<file path="config.mk">
export PLATFORM = sky130hd
export DESIGN_NAME = reset_sequencer_flat
export DESIGN_NICKNAME = d
export VERILOG_FILES = /design/src/rtl/reset_sequencer_pkg.sv /design/src/rtl/reset_sequencer_if.sv /design/src/rtl/reset_sequencer_reset_sync.sv /design/src/rtl/reset_sequencer.sv /design/src/flat_wrapper.sv
export SDC_FILE = /design/constraint.sdc
export NUM_CORES = 1
export LEC_CHECK = 0
export ABC_AREA = 1
export CORE_MARGIN = 4
export CORE_UTILIZATION = 40
export CTS_CLUSTER_SIZE = 16
export DETAILED_ROUTE_END_ITERATION = 16
export SLEW_MARGIN = 20
export SYNTH_ARGS = -nofsm -noshare
export SYNTH_HDL_FRONTEND = slang
export SYNTH_SLANG_ARGS = --single-unit
</file>
<file path="constraint.sdc">
create_clock -name clk -period 2.55 [get_ports clk]
set_input_delay 0.255 -clock clk [delete_from_list [all_inputs] [get_ports clk]]
set_output_delay 0.255 -clock clk [all_outputs]
set_load 0.01 [all_outputs]
</file>
<file path="src/rtl/reset_sequencer_pkg.sv">
// Shared types and constants for the reset sequencer.
//   seq_state_e  : sequencer phases (hold, peripheral release, grace, run)
//   TripWDefault : default width of the watchdog trip counter
//   max_u        : elaboration-time helper for counter sizing
package reset_sequencer_pkg;

  typedef enum logic [1:0] {
    StHold,
    StPeriph,
    StGrace,
    StRun
  } seq_state_e;

  localparam int unsigned TripWDefault = 8;

  function automatic int unsigned max_u(int unsigned a, int unsigned b);
    return (a > b) ? a : b;
  endfunction

endpackage

</file>
<file path="src/rtl/reset_sequencer_if.sv">
// Reset sequencer signal bundle.
//   Requests/config (into the sequencer): ext_reset_n, wdresetn_in, vblank, wd_enable, trip_clr
//   Reset outputs: periph_reset_n, cpu_reset_n
//   Watchdog control: wdis_n, wdog_clr_n
//   Diagnostics: trip_count, trip_flag, busy
// master = the sequencer itself, slave = the surrounding core / host.
interface reset_sequencer_if
  import reset_sequencer_pkg::*;
#(
  parameter int unsigned TRIP_W = TripWDefault
);

  logic              ext_reset_n;
  logic              wdresetn_in;
  logic              vblank;
  logic              wd_enable;
  logic              trip_clr;
  logic              periph_reset_n;
  logic              cpu_reset_n;
  logic              wdis_n;
  logic              wdog_clr_n;
  logic [TRIP_W-1:0] trip_count;
  logic              trip_flag;
  logic              busy;

  modport master (
    input  ext_reset_n,
    input  wdresetn_in,
    input  vblank,
    input  wd_enable,
    input  trip_clr,
    output periph_reset_n,
    output cpu_reset_n,
    output wdis_n,
    output wdog_clr_n,
    output trip_count,
    output trip_flag,
    output busy
  );

  modport slave (
    output ext_reset_n,
    output wdresetn_in,
    output vblank,
    output wd_enable,
    output trip_clr,
    input  periph_reset_n,
    input  cpu_reset_n,
    input  wdis_n,
    input  wdog_clr_n,
    input  trip_count,
    input  trip_flag,
    input  busy
  );

endinterface

</file>
<file path="src/rtl/reset_sequencer_reset_sync.sv">
// Two-flop synchroniser for an asynchronous active-low level.
// Both flops clear to 1 so the synchronised output reads "not requested" while in reset.
//   clk_i  : destination clock
//   rst_ni : asynchronous active-low clear (forces output to 1)
//   d_i    : asynchronous input
//   q_o    : synchronised output, two clk_i cycles of latency
module reset_sequencer_reset_sync (
  input  logic clk_i,
  input  logic rst_ni,
  input  logic d_i,
  output logic q_o
);

  logic meta_q;
  logic sync_q;

  always_ff @(posedge clk_i or negedge rst_ni) begin
    if (!rst_ni) begin
      meta_q <= 1'b1;
      sync_q <= 1'b1;
    end else begin
      meta_q <= d_i;
      sync_q <= meta_q;
    end
  end

  assign q_o = sync_q;

endmodule

</file>
<file path="src/rtl/reset_sequencer.sv">
// Central reset controller: merges host reset and watchdog trips into a staged release
// (peripherals first, CPU STAGGER_CYCLES later), holds the watchdog frozen for GRACE_FRAMES
// vblanks after CPU release, and keeps a saturating trip counter plus sticky trip flag.
//   clk, reset_n : system clock, asynchronous active-low reset
//   bus          : reset_sequencer_if master modport (requests in, resets/watchdog/diag out)
module reset_sequencer
  import reset_sequencer_pkg::*;
#(
  parameter int unsigned HOLD_CYCLES    = 16,
  parameter int unsigned STAGGER_CYCLES = 8,
  parameter int unsigned GRACE_FRAMES   = 4,
  parameter int unsigned TRIP_W         = TripWDefault
) (
  input logic               clk,
  input logic               reset_n,
  reset_sequencer_if.master bus
);

  localparam int unsigned TimerW = $clog2(max_u(HOLD_CYCLES, STAGGER_CYCLES) + 1);
  localparam int unsigned FrameW = (GRACE_FRAMES > 0) ? $clog2(GRACE_FRAMES + 1) : 1;

  localparam logic [TimerW-1:0] HoldLast    = TimerW'(HOLD_CYCLES - 1);
  localparam logic [TimerW-1:0] StaggerLast = TimerW'(STAGGER_CYCLES - 1);
  localparam logic [FrameW-1:0] FrameLast   = FrameW'(GRACE_FRAMES - 1);

  seq_state_e        state_q, state_d;
  logic [TimerW-1:0] timer_q, timer_d;
  logic [FrameW-1:0] frames_q, frames_d;

  logic wd_prev_q;
  logic vblank_q;

  logic              periph_q, periph_d;
  logic              cpu_q, cpu_d;
  logic              wdis_q, wdis_d;
  logic              wdog_clr_q, wdog_clr_d;
  logic              busy_q, busy_d;
  logic [TRIP_W-1:0] trip_count_q, trip_count_d;
  logic              trip_flag_q, trip_flag_d;

  logic ext_sync;
  logic trip;
  logic vb_rise;
  logic req;

  reset_sequencer_reset_sync u_ext_sync (
    .clk_i  (clk),
    .rst_ni (reset_n),
    .d_i    (bus.ext_reset_n),
    .q_o    (ext_sync)
  );

  // Watchdog source is edge-only: a held-low wdresetn_in must not extend HOLD.
  assign trip    = wd_prev_q & ~bus.wdresetn_in;
  assign vb_rise = bus.vblank & ~vblank_q;
  assign req     = ~ext_sync | trip;

  // Next-state logic.
  always_comb begin
    state_d    = state_q;
    timer_d    = timer_q;
    frames_d   = frames_q;
    wdog_clr_d = 1'b1;

    if (req) begin
      state_d = StHold;
      timer_d = '0;
    end else begin
      unique case (state_q)
        StHold: begin
          if (timer_q == HoldLast) begin
            state_d    = StPeriph;
            timer_d    = '0;
            wdog_clr_d = 1'b0;
          end else begin
            timer_d = timer_q + TimerW'(1);
          end
        end
        StPeriph: begin
          if (timer_q == StaggerLast) begin
            state_d = StGrace;
            timer_d = '0;
          end else begin
            timer_d = timer_q + TimerW'(1);
          end
        end
        StGrace: begin
          if (GRACE_FRAMES == 0) begin
            state_d = StRun;
          end else if (vb_rise) begin
            if (frames_q == FrameLast) begin
              state_d = StRun;
            end else begin
              frames_d = frames_q + FrameW'(1);
            end
          end
        end
        StRun: begin
          state_d = StRun;
        end
        default: begin
          state_d = StHold;
          timer_d = '0;
        end
      endcase
    end

    // Frame count only has meaning inside GRACE; start every GRACE from zero.
    if (state_d != StGrace) begin
      frames_d = '0;
    end
  end

  // Registered outputs are decoded from the next state so they line up with state_q.
  always_comb begin
    periph_d = (state_d != StHold);
    cpu_d    = (state_d == StGrace) || (state_d == StRun);
    busy_d   = (state_d != StRun);
    unique case (state_d)
      StHold:  wdis_d = 1'b1;  // never freeze the watchdog mid-trip
      StRun:   wdis_d = bus.wd_enable;
      default: wdis_d = 1'b0;
    endcase
  end

  // Trip accounting runs in every state; a trip beats a coincident clear.
  always_comb begin
    trip_count_d = trip_count_q;
    trip_flag_d  = trip_flag_q;
    if (trip) begin
      trip_flag_d = 1'b1;
      if (trip_count_q != '1) begin
        trip_count_d = trip_count_q + TRIP_W'(1);
      end
    end else if (bus.trip_clr) begin
      trip_flag_d = 1'b0;
    end
  end

  always_ff @(posedge clk or negedge reset_n) begin
    if (!reset_n) begin
      state_q      <= StHold;
      timer_q      <= '0;
      frames_q     <= '0;
      wd_prev_q    <= 1'b1;
      vblank_q     <= 1'b0;
      periph_q     <= 1'b0;
      cpu_q        <= 1'b0;
      wdis_q       <= 1'b0;
      wdog_clr_q   <= 1'b1;
      busy_q       <= 1'b1;
      trip_count_q <= '0;
      trip_flag_q  <= 1'b0;
    end else begin
      state_q      <= state_d;
      timer_q      <= timer_d;
      frames_q     <= frames_d;
      wd_prev_q    <= bus.wdresetn_in;
      vblank_q     <= bus.vblank;
      periph_q     <= periph_d;
      cpu_q        <= cpu_d;
      wdis_q       <= wdis_d;
      wdog_clr_q   <= wdog_clr_d;
      busy_q       <= busy_d;
      trip_count_q <= trip_count_d;
      trip_flag_q  <= trip_flag_d;
    end
  end

  assign bus.periph_reset_n = periph_q;
  assign bus.cpu_reset_n    = cpu_q;
  assign bus.wdis_n         = wdis_q;
  assign bus.wdog_clr_n     = wdog_clr_q;
  assign bus.busy           = busy_q;
  assign bus.trip_count     = trip_count_q;
  assign bus.trip_flag      = trip_flag_q;

endmodule

</file>
<file path="src/flat_wrapper.sv">
// flat-port wrapper written by rule: the top's interface ports become plain ports
module reset_sequencer_flat import reset_sequencer_pkg::*;
#(
  parameter int unsigned HOLD_CYCLES    = 16,
  parameter int unsigned STAGGER_CYCLES = 8,
  parameter int unsigned GRACE_FRAMES   = 4,
  parameter int unsigned TRIP_W         = TripWDefault
)
  (clk, reset_n, bus_ext_reset_n, bus_wdresetn_in, bus_vblank, bus_wd_enable, bus_trip_clr, bus_periph_reset_n, bus_cpu_reset_n, bus_wdis_n, bus_wdog_clr_n, bus_trip_count, bus_trip_flag, bus_busy);
  reset_sequencer_if #(.TRIP_W(TRIP_W)) bus_i ();
  input logic clk;
  input logic reset_n;
  input wire logic [$bits(bus_i.ext_reset_n)-1:0] bus_ext_reset_n;
  input wire logic [$bits(bus_i.wdresetn_in)-1:0] bus_wdresetn_in;
  input wire logic [$bits(bus_i.vblank)-1:0] bus_vblank;
  input wire logic [$bits(bus_i.wd_enable)-1:0] bus_wd_enable;
  input wire logic [$bits(bus_i.trip_clr)-1:0] bus_trip_clr;
  output wire logic [$bits(bus_i.periph_reset_n)-1:0] bus_periph_reset_n;
  output wire logic [$bits(bus_i.cpu_reset_n)-1:0] bus_cpu_reset_n;
  output wire logic [$bits(bus_i.wdis_n)-1:0] bus_wdis_n;
  output wire logic [$bits(bus_i.wdog_clr_n)-1:0] bus_wdog_clr_n;
  output wire logic [$bits(bus_i.trip_count)-1:0] bus_trip_count;
  output wire logic [$bits(bus_i.trip_flag)-1:0] bus_trip_flag;
  output wire logic [$bits(bus_i.busy)-1:0] bus_busy;
  assign bus_i.ext_reset_n = bus_ext_reset_n;
  assign bus_i.wdresetn_in = bus_wdresetn_in;
  assign bus_i.vblank = bus_vblank;
  assign bus_i.wd_enable = bus_wd_enable;
  assign bus_i.trip_clr = bus_trip_clr;
  assign bus_periph_reset_n = bus_i.periph_reset_n;
  assign bus_cpu_reset_n = bus_i.cpu_reset_n;
  assign bus_wdis_n = bus_i.wdis_n;
  assign bus_wdog_clr_n = bus_i.wdog_clr_n;
  assign bus_trip_count = bus_i.trip_count;
  assign bus_trip_flag = bus_i.trip_flag;
  assign bus_busy = bus_i.busy;
  reset_sequencer #(.HOLD_CYCLES(HOLD_CYCLES), .STAGGER_CYCLES(STAGGER_CYCLES), .GRACE_FRAMES(GRACE_FRAMES), .TRIP_W(TRIP_W)) u_core (.clk(clk), .reset_n(reset_n), .bus(bus_i));
endmodule
</file>
# Word-level counts from Yosys, hierarchy flattened
# Cells that the tools add are included.
classes:
  add_sub_neg: 3
  reduce_logical: 10
  mux: 21
  n_eq_ne: 13
  n_bitwise: 6
ops:
  columns: ["operator", "count"]
  rows:
  - ["$mux 3", 5]
  - ["$mux 5", 3]
  - ["$mux 2", 5]
  - ["$pmux 5 s2", 1]
  - ["$add 8x1->8 const B", 1]
  - ["$eq 2x2->1 const B", 4]
  - ["$ne 2x2->1 const B", 4]
  - ["$ne 8x8->1 const B", 1]
  - ["$pmux 2 s4", 1]
  - ["$reduce_bool 2->1", 4]
  - ["$add 5x1->5 const B", 1]
  - ["$eq 5x3->1 const B", 1]
  - ["$eq 5x4->1 const B", 1]
  - ["$mux 1", 5]
  - ["$logic_not 2->1", 2]
  - ["$reduce_and 4->1", 1]
  - ["$add 3x1->3 const B", 1]
  - ["$eq 3x2->1 const B", 1]
  - ["$not 1->1", 3]
  - ["$reduce_bool 3->1", 1]
  - ["$and 1x1->1", 2]
  - ["$eq 2x1->1 const B", 1]
  - ["$pmux 1 s2", 1]
  - ["$reduce_and 2->1", 1]
  - ["2 further kinds", 2]
word_totals:
  regBits: 28
  word_cells: 67
  out_inout_bits: 14
  in_bits: 7

# Logic depth before layout (Yosys ltp)
# Gate-level depths: netlist of the first run.
depth:
  ltp_word: 8
  mapped_depth: 14

# By module
# A second synthesis of the first run with hierarchy kept.
unflattened:
  cells_unflattened: 168
  area_unflattened_um2: 1432.6
modules_own_cells:
  columns: ["mod", "instances", "cells_per_inst", "area_each_um2", "seq_area_each_um2"]
  rows:
  - ["reset_sequencer", 1, 166, 1380.1, 654.4]
  - ["reset_sequencer_reset_sync", 1, 2, 52.6, 52.6]

# Worst setup path after synthesis of the first run
# No wires, ideal clock.
synth_timing:
  kind: "register to register"
  startpoint: "reg u_core.timer_q[0]"
  endpoint: "reg u_core.frames_q[1]"
  stages_incl_launch_ff: 15
  n_path_buf: 0
  required_ns: 2.424
  synth_period_minus_slack_ns: 1.915
  arrival_ns: 1.789
  path_slack_ns: 0.635
  path_cell_list: "dfrtp_1 ha_1 nand2_1 nor2_1 ha_1 inv_1 nand2_1 nand2_1 nor2_1 inv_1 ha_1 o21ai_0 nand3_1 nand2_1 o21ai_0"
synth_via:
  elab_chain_cells: 7
  word_cells_on_any_way: 13
  classes_between: "eq/ne (5); mux (5); reduce/logical (3)"
synth_lines:
  columns: ["item", "line", "text"]
  rows:
  - ["from (decl)", "reset_sequencer.sv:27", "logic [TimerW-1:0] timer_q, timer_d;"]
  - ["from (signal assigned)", "reset_sequencer.sv:156", "timer_q <= timer_d;"]
  - ["$eq 5x3->1 or $eq 5x4->1 (tied branches)", "reset_sequencer.sv:80, reset_sequencer.sv:71", null]
  - ["$mux 2 (on tied branches)", "reset_sequencer.sv:80, reset_sequencer.sv:71", null]
  - ["$pmux 2 s4 *", "reset_sequencer.sv:69", "unique case (state_q)"]
  - ["$mux 2 *", "reset_sequencer.sv:65", "if (req) begin"]
  - ["net u_core.state_d[0]", "reset_sequencer.sv:26", "seq_state_e state_q, state_d;"]
  - ["$ne 2x2->1 *", "reset_sequencer.sv:109", "if (state_d != StGrace) begin"]
  - ["$ne 2x2->1 (no line) or $reduce_bool 2->1 (tied branches)", null, null]
  - ["$reduce_and 4->1 (no line)", null, null]
  - ["to (signal assigned)", "reset_sequencer.sv:157", "frames_q <= frames_d;"]
  - ["to (decl)", "reset_sequencer.sv:28", "logic [FrameW-1:0] frames_q, frames_d;"]
# Mark *: on every way through the listed nets, which the timed path passes. The rest lies on a longest branch.
# A chain may end at the register's enable or synchronous reset.

# Worst setup path after layout of the first run
# Same ends and word-level chain as after synthesis.

==> results.py, run 1 <==
metrics = {
    "clocking": {
        "post_cts.repair.setup_buffers": 0,
        "tritoncts_buffer_count": 3,
        "clock_insertion_delay_worst_skew_ps": 320,
        "cts_hold_buf": 0,
        "clk_transition_reported_paths_ps": 140,
        "htreeDepth": 1,
        "cts_max_path_buffers": 2,
        "cts_num_sinks": 27,
        "post_cts_resized": 0,
        "clockRootBuffer": "clkbuf_4",
        "cts_tree": "done",
    },
    "route": {
        "drcViolationCount": 0,
        "number_of_nets_still_failing_antenna_checks_after_routing": 0,
        "drt_pre_antenna_iters": 4,
        "drt-total-wl_mm": 2.53,
        "num_vias": 1127,
        "detail_route.vias_per_cell": 4.58,
        "drt_iter0_markers": 72,
        "detail_route.wl_per_cell_um": 10.3,
    },
    "grt": {
        "overflow": 0,
        "grt_first_pass_wirelength_mm": 4.57,
        "initial_antenna_violation_count": 0,
        "grt_usage_pct": 13.1,
        "largest_net_degree_at_the_start_of_global_routing": 28,
        "grt_pass1_vias": 1097,
    },
    "logic_synthesis": {
        "yosysTopAreaCell": "dfrtp_1",
        "synth_fa_ha_area_share_pct": 8.02,
        "synth_top_family_by_area": "simple AND/OR/NAND/NOR gates",
        "syn_nets": 191,
        "synthMuxAreaShare_pct": 0,
        "synth-compound-area-share_pct": 4.28,
        "synth.most_common_cell": "nand2_1",
        "synthSimpleGateAreaFrac_pct": 30.0,
        "synth_seq_cells": 27,
        "synth.yosys.warnings": 0,
        "syn_avg_cell_area_um2": 8.02,
        "portion_of_the_post_synthesis_area_used_by_sequential_elements_pct": 48.6,
        "synth.lib_cells_used.distinct": 18,
        "netlist_area_um2": 1400,
        "synth_top_flop_cell": "dfrtp_1",
        "ys_async_sr_fraction_pct": 100,
        "syn_inst": 175,
        "synth.cells.most_frequent": "nand2_1, inv_1, dfrtp_1",
        "yosys.area.top_type_share_pct": 39.2,
        "yosys.area_share.xor_xnor_pct": 1.87,
        "synth_edf_count": 0,
        "yosys-top-cells-area": "dfrtp_1, nand2_1, dfstp_2",
    },
    "die": {
        "io_pins": 21,
        "row_count": 21,
        "core_region_area_um2": 3360,
        "dieWidth_um": 67.2,
        "die-area_um2": 4520,
        "floorplan.initialDensity_pct": 41.7,
        "floorplan.die.height_um": 67.2,
    },
    "sta": {
        "fin_setup_tns_ps": 0,
        "period_needed_ps": 2260,
        "achievable-frequency_mhz": 442,
        "worst_clock_skew_ps": 4.92,
        "report.final.setup_viol": 0,
        "relSlewSlack_pct": 77.3,
        "min_period_over_period_pct": 88.6,
        "final_critical_path_setup_slack_ps": 290,
        "finalHoldViolCount": 0,
        "max_slew.worst_pin.slew_ps": 336,
        "final.hold.worst_slack_ps": 292,
        "final_max_slew_viol_count": 0,
        "rsz_0062_raised_after_global_routing": "false",
    },
    "placed_design": {
        "post-place-ws_ps": 309,
        "dp_hpwl_mm": 1.99,
        "gpl.final_weighted_congestion": 0.823,
        "port_buffers": 20,
        "placed_cells": 242,
        "area_post_placement_um2": 1670,
    },
    "layout": {
        "post_layout_nonfiller_instances": 246,
        "finalNetCount": 217,
        "post-route-util_pct": 50.4,
        "drive_above_1_share_pct": 9.50,
        "stdcell_area_um2": 1700,
        "areaGrowthSynthToFinish_pct": 20.9,
        "diodes": 0,
    },
    "setup_path": {
        "path_buf_inv": 2,
        "worst_ep_required_time_ps": 2770,
        "path_class": "reg2reg",
        "crit_slowest_cell": "dfrtp_1",
        "crit_top_cell": "nand2_1",
        "setup.worst_path.start_class": "flip-flop",
        "critical_path_arrival_ps": 2480,
        "critical-path-max-stage-delay_ps": 440,
        "cp_max_fo": 6,
        "cp_top_family": "simple AND/OR/NAND/NOR gates",
        "setup.worst_path.end_class": "flip-flop",
        "critical_path_cell_by_cell": "ha_1 > nand2_1 > nor2_1 > ha_1 > inv_1 > nand2_1 > nand2_1 > nor2_1 > inv_1 > ha_1 > o21ai_0 > nand3_1 > nand2_1 > o21ai_0",
    },
    "power_and_ir_drop": {
        "power.combinational.fraction_pct": 20.2,
        "leakage_nw": 0.808,
        "total_power_uw": 869,
        "sequentialPowerShare_pct": 59.1,
        "irDropWorstVdd_mv": 0.206,
        "power.net_switching_uw": 248,
        "swShare_pct": 28.5,
        "power_per_cell_area_nw_per_um2": 512,
        "clock_power_share_pct": 20.7,
        "cell_internal_pwr_uw": 622,
    },
    "outcome": {
        "result_of_the_run": "finished clean",
    },
    "run": {
        "drv_cap": 0,
    },
    "min_path": {
        "hold_path_class": "in2async",
    },
}
path summary, 6_finish.rpt:
kind,from,end,slack [ps],cells past startpoint
max,u_core.timer_q[0]$_DFFE_PN0P_,u_core.frames_q[1]$_DFFE_PN0P_,290,14
min,reset_n,u_core.bus.trip_count[3]$_DFFE_PN0P_,290,2
max reg2reg,u_core.timer_q[0]$_DFFE_PN0P_,u_core.frames_q[1]$_DFFE_PN0P_,290,14
min reg2reg,u_core.u_ext_sync.meta_q$_DFF_PN1_,u_core.u_ext_sync.q_o$_DFF_PN1_,370,0
max in group asynchronous,reset_n,u_core.bus.busy$_DFF_PN1_,1960,2
min in group clk,bus_ext_reset_n,u_core.u_ext_sync.meta_q$_DFF_PN1_,320,1
layer usage:
layer	global-route usage [%]	vias to the layer above	wire, um
li1	-	588	-
met1	15.2	518	1120
met4	5.57	0	35
met3	2.00	4	100
met2	23.8	17	1280
met5	0	-	0
power groups by stage:
stage	Clock (mW)	Combinational, mW	Sequential, mW
after floorplan	0	0.0744	0.528
after global placement	0	0.177	0.520
after global routing	0.214	0.196	0.522
after detailed placement	0	0.179	0.522
after CTS	0.190	0.180	0.514
final	0.180	0.176	0.514
cell type report:
type	count	area, um2
clock buffers	3	22.5
clock inverters	1	5.00
fillers	334	1670
inverters	27	101
multi-input cells	121	621
flip-flops and latches	27	682
well taps	46	57.6
repair buffers	21	208
layout by cell type (no fill, tap or decap), drive strengths merged, types with 3 or more instances in the layout:
cell type,Yosys,routed
a21oi,3,3
clkbuf,0,3
clkdlybuf4s50,0,20
dfrtp,22,22
dfstp,5,5
ha,9,9
inv,27,27
nand2,60,60
nand3,12,12
nand4,3,3
nor2,21,21
o21ai,9,9
xnor2,3,3
kinds of logic (layout without fill, tap and decap cells):
family	count (synthesis)	in the layout
adders and majority gates	9	9
and+or+nand+nor	97	97
AOI/OAI and AO/OA	12	12
xor gates and xnor gates	3	3
DFF	27	27
buffers and inverters	27	52
state kept, by name (all words and copies together) (netlist names):
signal                     cells
u_core.timer_q                 5
u_core.bus.wdog_clr_n          1
u_core.wd_prev_q               1
u_core.bus.wdis_n              1
u_core.state_q                 1
u_core.bus.busy                1
u_core.u_ext_sync.meta_q       1
u_core.vblank_q                1
u_core.bus.trip_flag           1
u_core.bus.periph_reset_n      1
u_core.bus.trip_count          8
u_core.frames_q                3
u_core.bus.cpu_reset_n         1
u_core.u_ext_sync.q_o          1
worst register-to-register path: cells and delay by family (launching register included):
family / cells / cell delay, ps
AO/OA/AOI/OAI: 2 / 180
adder cells (fa/ha/maj): 3 / 650
buffers and inverters: 2 / 150
flip-flops: 1 / 440
AND/OR/NAND/NOR: 7 / 730
(Power assumes the default switching activity.)
==> run 2, diff against run 1 <==
Settings changed: CORE_UTILIZATION 40 to 53, PLACE_DENSITY set to 0.78.
==> run 2 against run 1 <==
Net effect: combinational power barely moved; non-clock buffer count did not move; critical path depth unchanged; sequential share of layout area up 0.51 points; global-route usage increased by 4.3 points; via count is 1.2% higher; first-iteration DRC count down 17%; critical endpoint unchanged; highest routed layer unchanged.
==> results.py, run 2 (synthesis gave the netlist of run 1 again) <==
metrics = {
    "outcome": {
        "result_of_the_run": "finished clean",
    },
    "grt": {
        "grt_first_pass_wirelength_mm": 4.83,
        "overflow": 0,
        "globalRouteMet2Util_pct": 30.6,
        "initial_antenna_violation_count": 0,
        "grt_usage_pct": 17.4,
        "grt-busiest-layer": "met2",
        "grt_pass1_vias": 1124,
        "largest_net_degree_at_the_start_of_global_routing": 28,
        "use_met1_pct": 21.4,
        "gr-usage-met3_pct": 3.27,
    },
    "setup_path": {
        "critical_path_arrival_ps": 2490,
        "crit_top_cell": "nand2_1",
        "path_class": "reg2reg",
        "critical-path-max-stage-delay_ps": 440,
        "crit_slowest_cell": "dfrtp_1",
        "path_buf_inv": 2,
        "critical_path_cell_by_cell": "ha_1 > nand2_1 > nor2_1 > ha_1 > inv_1 > nand2_1 > nand2_1 > nor2_1 > inv_1 > ha_1 > o21ai_0 > nand3_1 > nand2_1 > o21ai_0",
        "cp_top_family": "simple AND/OR/NAND/NOR gates",
        "setup.worst_path.end_class": "flip-flop",
        "worst_ep_required_time_ps": 2770,
        "setup.worst_path.start_class": "flip-flop",
        "cp_max_fo": 6,
    },
    "layout": {
        "layout.cells.most_common": "nand2_1",
        "diodes": 0,
        "footprint_of_the_multi_input_gates_um2": 621,
        "post_layout_nonfiller_instances": 230,
        "largest_register_ff_count": 8,
        "area.sequential_um2": 682,
        "drive_above_1_share_pct": 9.00,
        "layout_common_cells": "nand2_1, inv_1, dfrtp_1",
        "stdcell_area_um2": 1680,
        "num-fill-cells": 204,
        "post-route-util_pct": 67.0,
        "areaGrowthSynthToFinish_pct": 19.3,
        "finalNetCount": 217,
    },
    "clocking": {
        "clockRootBuffer": "clkbuf_4",
        "cts_max_path_buffers": 2,
        "cts_hold_buf": 0,
        "post_cts.repair.setup_buffers": 0,
        "tritoncts_buffer_count": 3,
        "htreeDepth": 1,
        "post_cts_resized": 0,
        "cts_num_sinks": 27,
        "clock_insertion_delay_worst_skew_ps": 320,
        "cts_tree": "done",
        "clk_transition_reported_paths_ps": 140,
    },
    "sta": {
        "fin_setup_tns_ps": 0,
        "finalHoldViolCount": 0,
        "final.hold.worst_slack_ps": 285,
        "rsz_0062_raised_after_global_routing": "false",
        "worst_clock_skew_ps": 3.55,
        "period_needed_ps": 2270,
        "min_period_over_period_pct": 89.2,
        "final_max_slew_viol_count": 0,
        "report.final.setup_viol": 0,
        "max_slew.worst_pin.slew_ps": 354,
        "relSlewSlack_pct": 76.4,
        "achievable-frequency_mhz": 440,
    },
    "placed_design": {
        "port_buffers": 20,
        "placed_cells": 226,
        "gpl.final_weighted_congestion": 0.875,
        "area_post_placement_um2": 1650,
        "dp_hpwl_mm": 2.01,
    },
    "route": {
        "detail_route.wl_per_cell_um": 11.4,
        "drt_pre_antenna_iters": 4,
        "drt_iter0_markers": 60,
        "num_vias": 1140,
        "drcViolationCount": 0,
        "detail_route.vias_per_cell": 4.96,
        "number_of_nets_still_failing_antenna_checks_after_routing": 0,
        "drt-total-wl_mm": 2.62,
    },
    "power_and_ir_drop": {
        "power_per_cell_area_nw_per_um2": 523,
        "irDropWorstVdd_mv": 0.397,
        "leakage_nw": 0.805,
    },
    "die": {
        "core_region_area_um2": 2500,
        "io_pins": 21,
        "die-area_um2": 3540,
        "floorplan.initialDensity_pct": 56.2,
        "row_count": 18,
        "floorplan.die.height_um": 59.5,
        "dieWidth_um": 59.5,
    },
    "min_path": {
        "hold_path_class": "in2async",
    },
    "run": {
        "drv_cap": 0,
    },
}
## run 2: final cells by class
cell class	instances	share of cell area (%)
clock buffers	4	1.57
multi-input cells	121	37.0
inverters	27	6.05
repair buffers	21	12.4
flip-flops and latches	27	40.7
well taps	30	2.24
## run 2: power breakdown
part	switching, mW	total, mW	leakage (nW)	internal (mW)
Combinational	0.0801	0.178	0.447	0.0977
Clock	0.124	0.185	0.0150	0.0611
Sequential	0.0484	0.514	0.344	0.465
## run 2: worst paths after layout
check	startpoint	to	slack (ps)	depth (start not counted)
worst min-delay path	reset_n	u_core.bus.trip_flag$_DFFE_PN0P_	290	2
max in group asynchronous	reset_n	u_core.bus.wdog_clr_n$_DFF_PN1_	1960	2
worst max-delay path	u_core.timer_q[0]$_DFFE_PN0P_	u_core.frames_q[1]$_DFFE_PN0P_	280	14
worst max register to register	u_core.timer_q[0]$_DFFE_PN0P_	u_core.frames_q[1]$_DFFE_PN0P_	280	14
worst min register to register	u_core.u_ext_sync.meta_q$_DFF_PN1_	u_core.u_ext_sync.q_o$_DFF_PN1_	370	0
min in group clk	bus_ext_reset_n	u_core.u_ext_sync.meta_q$_DFF_PN1_	320	1
## run 2: through the flow
| stage | setup slack [ps] | total power, mW |
|---|---|---|
| 6_report | 276 | 0.876 |
| 5_1_grt | 13.8 | 0.934 |
| 4_1_cts | 286 | 0.892 |
| 3_5_place_dp | 314 | 0.703 |
| 3_3_place_gp | 464 | 0.694 |
| 2_1_floorplan | 635 | 0.603 |
## run 2: per-layer routing
layer | vias to the layer above | wire, um
met3 | 2 | 122
li1 | 591 | -
met4 | 0 | 14
met2 | 23 | 1300
met5 | - | 0
met1 | 524 | 1180
